## src/rtl/servo_frame_gen_pkg.sv

```systemverilog
// Shared timing defaults and state encoding for the servo pulse-frame generator.
package servo_pkg;

    localparam int unsigned SERVO_CLK_F    = 100;
    localparam int unsigned SERVO_FRAME_US = 20000;
    localparam int unsigned SERVO_MIN_US   = 500;
    localparam int unsigned SERVO_MAX_US   = 2500;

    typedef enum logic [1:0] {
        ST_IDLE = 2'd0,
        ST_HIGH = 2'd1,
        ST_LOW  = 2'd2
    } servo_state_t;

endpackage

```

## src/rtl/servo_frame_gen_if.sv

```systemverilog
// Control/status bundle between the servo tester logic and the frame generator.
interface servo_frame_gen_if;

    logic        enable;
    logic [15:0] pulse_len;
    logic        CONTROL_PIN;
    logic        frame_start;
    logic        clamped;

    modport master (
        output enable,
        output pulse_len,
        input  CONTROL_PIN,
        input  frame_start,
        input  clamped
    );

    modport slave (
        input  enable,
        input  pulse_len,
        output CONTROL_PIN,
        output frame_start,
        output clamped
    );

endinterface

```

## src/rtl/servo_frame_gen_us_tick.sv

```systemverilog
// Microsecond prescaler: free-running 0..CLK_F-1 counter with a one-cycle tick on wrap.
module servo_us_tick #(
    parameter int unsigned CLK_F = 100
) (
    input  logic CLK,
    input  logic RESET_N,
    input  logic clear,
    output logic tick
);

    localparam int unsigned PW = (CLK_F > 1) ? $clog2(CLK_F) : 1;
    localparam logic [PW-1:0] LAST = PW'(CLK_F - 1);

    logic [PW-1:0] cnt;

    // Tick is decoded from the count only so that a clear driven by the tick is loop-free.
    assign tick = (cnt == LAST);

    always_ff @(posedge CLK) begin
        if (!RESET_N || clear || tick) begin
            cnt <= '0;
        end else begin
            cnt <= cnt + 1'b1;
        end
    end

endmodule

```

## src/rtl/servo_frame_gen.sv

```systemverilog
// Servo frame generator: fixed-period frames with one clamped high pulse sampled per frame.
//   state   | meaning
//   IDLE    | pin low, waiting for enable
//   HIGH    | pulse phase, pin high until the us counter reaches the latched width
//   LOW     | remainder of the frame, pin low until the us counter reaches FRAME_US
module servo_frame_gen
    import servo_pkg::*;
#(
    parameter int unsigned CLK_F    = SERVO_CLK_F,
    parameter int unsigned FRAME_US = SERVO_FRAME_US,
    parameter int unsigned MIN_US   = SERVO_MIN_US,
    parameter int unsigned MAX_US   = SERVO_MAX_US
) (
    input logic              CLK,
    input logic              RESET_N,
    servo_frame_gen_if.slave bus
);

    localparam int unsigned UW = $clog2(FRAME_US + 1);
    localparam int unsigned CW = (UW > 16) ? UW : 16;
    localparam logic [15:0]   MIN_W   = 16'(MIN_US);
    localparam logic [15:0]   MAX_W   = 16'(MAX_US);
    localparam logic [CW-1:0] FRAME_C = CW'(FRAME_US);

    servo_state_t  state;
    servo_state_t  state_nxt;
    logic [UW-1:0] us_cnt;
    logic [CW-1:0] us_inc;
    logic [15:0]   width_q;
    logic [15:0]   width_d;
    logic          under;
    logic          over;
    logic          tick;
    logic          clear;
    logic          start;
    logic          frame_end;
    logic          hit_w;
    logic          pin_q;
    logic          pin_d;
    logic          fs_q;
    logic          fs_d;
    logic          clamped_q;
    logic          clamped_d;

    servo_us_tick #(.CLK_F(CLK_F)) u_us_tick (
        .CLK     (CLK),
        .RESET_N (RESET_N),
        .clear   (clear),
        .tick    (tick)
    );

    assign under   = (bus.pulse_len < MIN_W);
    assign over    = (bus.pulse_len > MAX_W);
    assign width_d = under ? MIN_W : (over ? MAX_W : bus.pulse_len);

    assign us_inc    = CW'(us_cnt) + CW'(1);
    assign hit_w     = (state == ST_HIGH) && tick && (us_inc == CW'(width_q));
    // MAX_US < FRAME_US, so the frame can only end from LOW.
    assign frame_end = (state == ST_LOW) && tick && (us_inc == FRAME_C);
    assign start     = bus.enable && ((state == ST_IDLE) || frame_end);
    assign clear     = (state == ST_IDLE) || start;

    always_ff @(posedge CLK) begin
        if (!RESET_N) begin
            state <= ST_IDLE;
        end else begin
            state <= state_nxt;
        end
    end

    always_comb begin
        state_nxt = state;
        unique case (state)
            ST_IDLE: if (bus.enable) state_nxt = ST_HIGH;
            ST_HIGH: if (hit_w)      state_nxt = ST_LOW;
            ST_LOW:  if (frame_end)  state_nxt = bus.enable ? ST_HIGH : ST_IDLE;
            default: state_nxt = ST_IDLE;
        endcase
    end

    always_comb begin
        pin_d     = (state_nxt == ST_HIGH);
        fs_d      = start;
        clamped_d = start ? (under || over) : clamped_q;
    end

    always_ff @(posedge CLK) begin
        if (!RESET_N) begin
            us_cnt    <= '0;
            width_q   <= MIN_W;
            pin_q     <= 1'b0;
            fs_q      <= 1'b0;
            clamped_q <= 1'b0;
        end else begin
            pin_q     <= pin_d;
            fs_q      <= fs_d;
            clamped_q <= clamped_d;
            if (start) begin
                width_q <= width_d;
            end
            if (clear) begin
                us_cnt <= '0;
            end else if (tick) begin
                us_cnt <= us_inc[UW-1:0];
            end
        end
    end

    assign bus.CONTROL_PIN = pin_q;
    assign bus.frame_start = fs_q;
    assign bus.clamped     = clamped_q;

endmodule

```

## src/flat_wrapper.sv

```systemverilog
// flat-port wrapper written by rule: the top's interface ports become plain ports
module servo_frame_gen_flat import servo_pkg::*;
#(
    parameter int unsigned CLK_F    = SERVO_CLK_F,
    parameter int unsigned FRAME_US = SERVO_FRAME_US,
    parameter int unsigned MIN_US   = SERVO_MIN_US,
    parameter int unsigned MAX_US   = SERVO_MAX_US
)
  (CLK, RESET_N, bus_enable, bus_pulse_len, bus_CONTROL_PIN, bus_frame_start, bus_clamped);
  servo_frame_gen_if bus_i ();
  input logic CLK;
  input logic RESET_N;
  input wire logic [$bits(bus_i.enable)-1:0] bus_enable;
  input wire logic [$bits(bus_i.pulse_len)-1:0] bus_pulse_len;
  output wire logic [$bits(bus_i.CONTROL_PIN)-1:0] bus_CONTROL_PIN;
  output wire logic [$bits(bus_i.frame_start)-1:0] bus_frame_start;
  output wire logic [$bits(bus_i.clamped)-1:0] bus_clamped;
  assign bus_i.enable = bus_enable;
  assign bus_i.pulse_len = bus_pulse_len;
  assign bus_CONTROL_PIN = bus_i.CONTROL_PIN;
  assign bus_frame_start = bus_i.frame_start;
  assign bus_clamped = bus_i.clamped;
  servo_frame_gen #(.CLK_F(CLK_F), .FRAME_US(FRAME_US), .MIN_US(MIN_US), .MAX_US(MAX_US)) u_core (.CLK(CLK), .RESET_N(RESET_N), .bus(bus_i));
endmodule
```

## config.mk

```make
export PLATFORM = sky130hd
export DESIGN_NAME = servo_frame_gen_flat
export DESIGN_NICKNAME = d
export VERILOG_FILES = /design/src/rtl/servo_frame_gen_pkg.sv /design/src/rtl/servo_frame_gen_if.sv /design/src/rtl/servo_frame_gen_us_tick.sv /design/src/rtl/servo_frame_gen.sv /design/src/flat_wrapper.sv
export SDC_FILE = /design/constraint.sdc
export NUM_CORES = 1
export LEC_CHECK = 0
export CORE_MARGIN = 2
export CORE_UTILIZATION = 50
export DETAILED_ROUTE_END_ITERATION = 8
export PLACE_DENSITY_LB_ADDON = 0.3
export SYNTH_ARGS = -nofsm -noshare
export SYNTH_HDL_FRONTEND = slang
export SYNTH_HIERARCHICAL = 1
export SYNTH_SLANG_ARGS = --single-unit
```

## constraint.sdc

```tcl
create_clock -name CLK -period 3.99 [get_ports CLK]
set_clock_uncertainty 0.2 [all_clocks]
set_input_delay 0.798 -clock CLK [delete_from_list [all_inputs] [get_ports CLK]]
set_output_delay 0.798 -clock CLK [all_outputs]
set_load 0.05 [all_outputs]
```

==> run_results.csv <==
group,metric,value,unit
outcome,outcome,"finished clean",
floorplan,die_y,76.39,um
clocking,cts_setup_buffers,0,
final_layout,final_cell_count_no_fill,386,
floorplan,die_area,5835,sq um
clocking,clock-root-buffer,"clkbuf_8",
synth,synth.largest_area_cell,"dfxtp_1",
global_routing,grt_pass1_wl,9.384,mm
synth,synth-main-ff-cell,"dfxtp_1",
timing,hold_slack,260.5,ps
hold_path,hp-class,"register to register",
clocking,clock_sinks,43,
clocking,cts_resized,0,
final_layout,nNetsFinal,337,
critical_path,cpMostUsedCell,"nand3_2",
power,p_leak,1.021,nW
routing,drc_errors,0,
synth,syn_area,2620,sq um
critical_path,required,3950,ps
routing,dr.pass1.iters,4,
global_routing,grt_usage,0.1968,
clocking,cts.htree.levels,2,
timing,grt_setup_unrepaired,"no",
critical_path,cp_max_fo,15,
routing,first_iter_violations,103,
clocking,cts.hold.buffers_added,0,
clocking,cts.clk_slew.worst_paths,80,ps
synth,ys_async_sr_fraction,0,
synth,yosys_warnings,6,
timing,slew_headroom,0.5741,
critical_path,rr_worst_depth,7,
hold_path,worstHoldStart,"u_core/bus.clamped",
placement,gp_congestion,0.8301,
routing,via_per_inst,5.637,
final_layout,area_growth,11.37,%
hold_path,whs_endpoint,"u_core/bus.clamped",
power,peakVddDrop,183.5,uV
routing,drt_wl_total,5.282,mm
placement,place_inst,378,
clocking,cts_made_buffers,5,
critical_path,crit_type,"register to register",
timing,period_share,0.7078,
flow_run,drv_cap,0,
global_routing,grt_max_degree,22,
floorplan,die_width,76.39,um
critical_path,max_stage_delay,570,ps
routing,ant_nets,0,
timing,setup_tns,0,ps
placement,hpwl,3.950,mm
synth,synth_cell_types,55,
global_routing,grt-ovfl-total,0,
floorplan,rows,26,
synth,synth-seq-area-share,0.3286,
synth,syn_nets,329,
final_layout,drive_above_1_share,0.07911,
global_routing,grt_pass1_vias,2061,
clocking,cts_tree,"built",
timing,maxSlewViolCount,0,
floorplan,io_pins,22,
synth,ys_ff_latch,43,
critical_path,r2r_end,"u_core/us_cnt[4]",
timing,max_freq,354.1,MHz
routing,dr_total_vias,2176,
floorplan,core_area,5075,sq um
final_layout,antenna_cells,0,
placement,io_buffers,21,
critical_path,path_buf_inv,0,
floorplan,start_util,0.5163,
critical_path,cp-start-kind,"register",
clocking,insertion_delay,300,ps
clocking,clockBufferDepth,2,
critical_path,worstReg2RegStart,"u_core/us_cnt[0]",
placement,pre_cts_slack,1134,ps
synth,yosys.cell_count.top_type,"dfxtp_1",
synth,synthTopCellsByCount,"dfxtp_1, nor2_1, xnor2_1, nand2_1, nand3_1",
power,power_density,298.3,nW/um^2
critical_path,crit_slowest_cell,"or4_4",
critical_path,end_kind,"register",
critical_path,worstPathCellList,"ha_1, nand3_2, or4_4, nand3_2, nand4b_4, o21ai_2, nor2_1",
timing,finalSetupViolCount,0,
timing,tightest_slew,638.7,ps
critical_path,r2r_slack,1170,ps
synth,syn_avg_cell_area,8.534,sq um
synth,synth_top_area_share,0.3286,
critical_path,crit_family,"simple AND/OR/NAND/NOR gates",
final_layout,final_util,0.5750,
synth,synth_edf_count,0,
hold_path,whs_path_depth,2,
timing,setup_ws,1166,ps
timing,finalCriticalPeriod,2824,ps
global_routing,antenna_found_initial,0,
routing,wl_per_cell,13.68,um
timing,hold_viol,0,
synth,netlist_instances,307,
synth,ys_top_cells_by_area,"dfxtp_1, xnor2_1, mux2i_1",
critical_path,crit_arrival,2780,ps
==> cells in the final DEF, fill, tap and decap left out, drive strengths merged, types with 3 or more instances in the layout <==
cell type / synthesis / final
inv: 8 / 8
clkdlybuf4s50: 0 / 21
xor2: 12 / 12
ha: 3 / 3
a31oi: 4 / 4
and4: 3 / 3
nor4: 5 / 5
nor3b: 5 / 5
nor2b: 8 / 8
o21ai: 10 / 10
clkbuf: 9 / 5
nand3b: 3 / 3
or4: 3 / 3
and3: 7 / 7
a21oi: 10 / 10
nand2: 22 / 22
dfxtp: 43 / 43
nor3: 7 / 7
nor2: 29 / 29
nand3: 23 / 23
xnor2: 26 / 26
nand4: 8 / 8
nand4b: 3 / 3
mux2i: 15 / 15
==> state kept, by name, indices dropped and copies added (netlist names) <==
signal / flops
u_core/bus.CONTROL_PIN: 1
u_core/bus.clamped: 1
u_core/bus.frame_start: 1
u_core/state: 2
u_core/u_us_tick/cnt: 7
u_core/us_cnt: 15
u_core/width_q: 16
==> layout make-up <==
class / instances / area, sq um
inverter: 8 / 30.03
clock buffer: 5 / 68.82
sequential: 43 / 860.8
fill: 470 / 2157
clock inverter: 3 / 43.79
multi-input combinational: 234 / 1602
tap: 70 / 87.58
timing repair buffer: 23 / 225.2
==> power breakdown <==
part	switching, mW	internal (mW)
registers	0.00757	0.438
logic	0.0467	0.0439
clock network	0.148	0.186
total	0.202	0.668
==> worst max-delay path by stage <==
stage                                start  cells after the start  slack [ps]                endpoint
after floorplan           u_core/us_cnt[1]                      7        1560  u_core/bus.CONTROL_PIN
after global placement    bus_pulse_len[4]                      7        1200       u_core/width_q[2]
after detailed placement  u_core/us_cnt[0]                      7        1130        u_core/us_cnt[9]
after CTS                 u_core/us_cnt[0]                      7        1130        u_core/us_cnt[4]
after global routing      u_core/us_cnt[0]                      7         890  u_core/bus.CONTROL_PIN
final                     u_core/us_cnt[0]                      7        1170        u_core/us_cnt[4]
==> logic make-up after synthesis <==
| logic type | count (synthesis) | share of synthesized area |
|---|---|---|
| AO/OA/AOI/OAI | 42 | 0.1118 |
| XOR/XNOR | 38 | 0.1270 |
| adder cells (fa/ha/maj) | 3 | 0.01433 |
| buffers and inverters | 30 | 0.06017 |
| flip-flops | 43 | 0.3286 |
| multiplexers | 15 | 0.05731 |
| AND/OR/NAND/NOR | 136 | 0.3009 |
==> layer usage <==
| layer | routed length (um) | vias to the layer above | share of wire | global-route usage |
|---|---|---|---|---|
| met5 | 0 | - | 0 | 0 |
| met4 | 74 | 0 | 0.014 | 0.07091 |
| met3 | 235 | 9 | 0.044 | 0.04739 |
| met2 | 2365 | 46 | 0.45 | 0.3124 |
| met1 | 2606 | 1010 | 0.49 | 0.2610 |
| li1 | - | 1111 | - | - |
==> worst min-delay path: stages, from the launching register on <==
cell and delay (ps):
dfxtp_1 310, nand2_1 50, mux2i_1 50
==> metrics by stage <==
step,instance area [sq um],total power [mW]
2_1_floorplan,2620,0.5129
3_3_place_gp,2805,0.5453
3_5_place_dp,2805,0.5466
4_1_cts,2918,0.8814
5_1_grt,2918,0.9089
6_report,2918,0.8703
No activity file was read; power rests on OpenSTA's default activity.
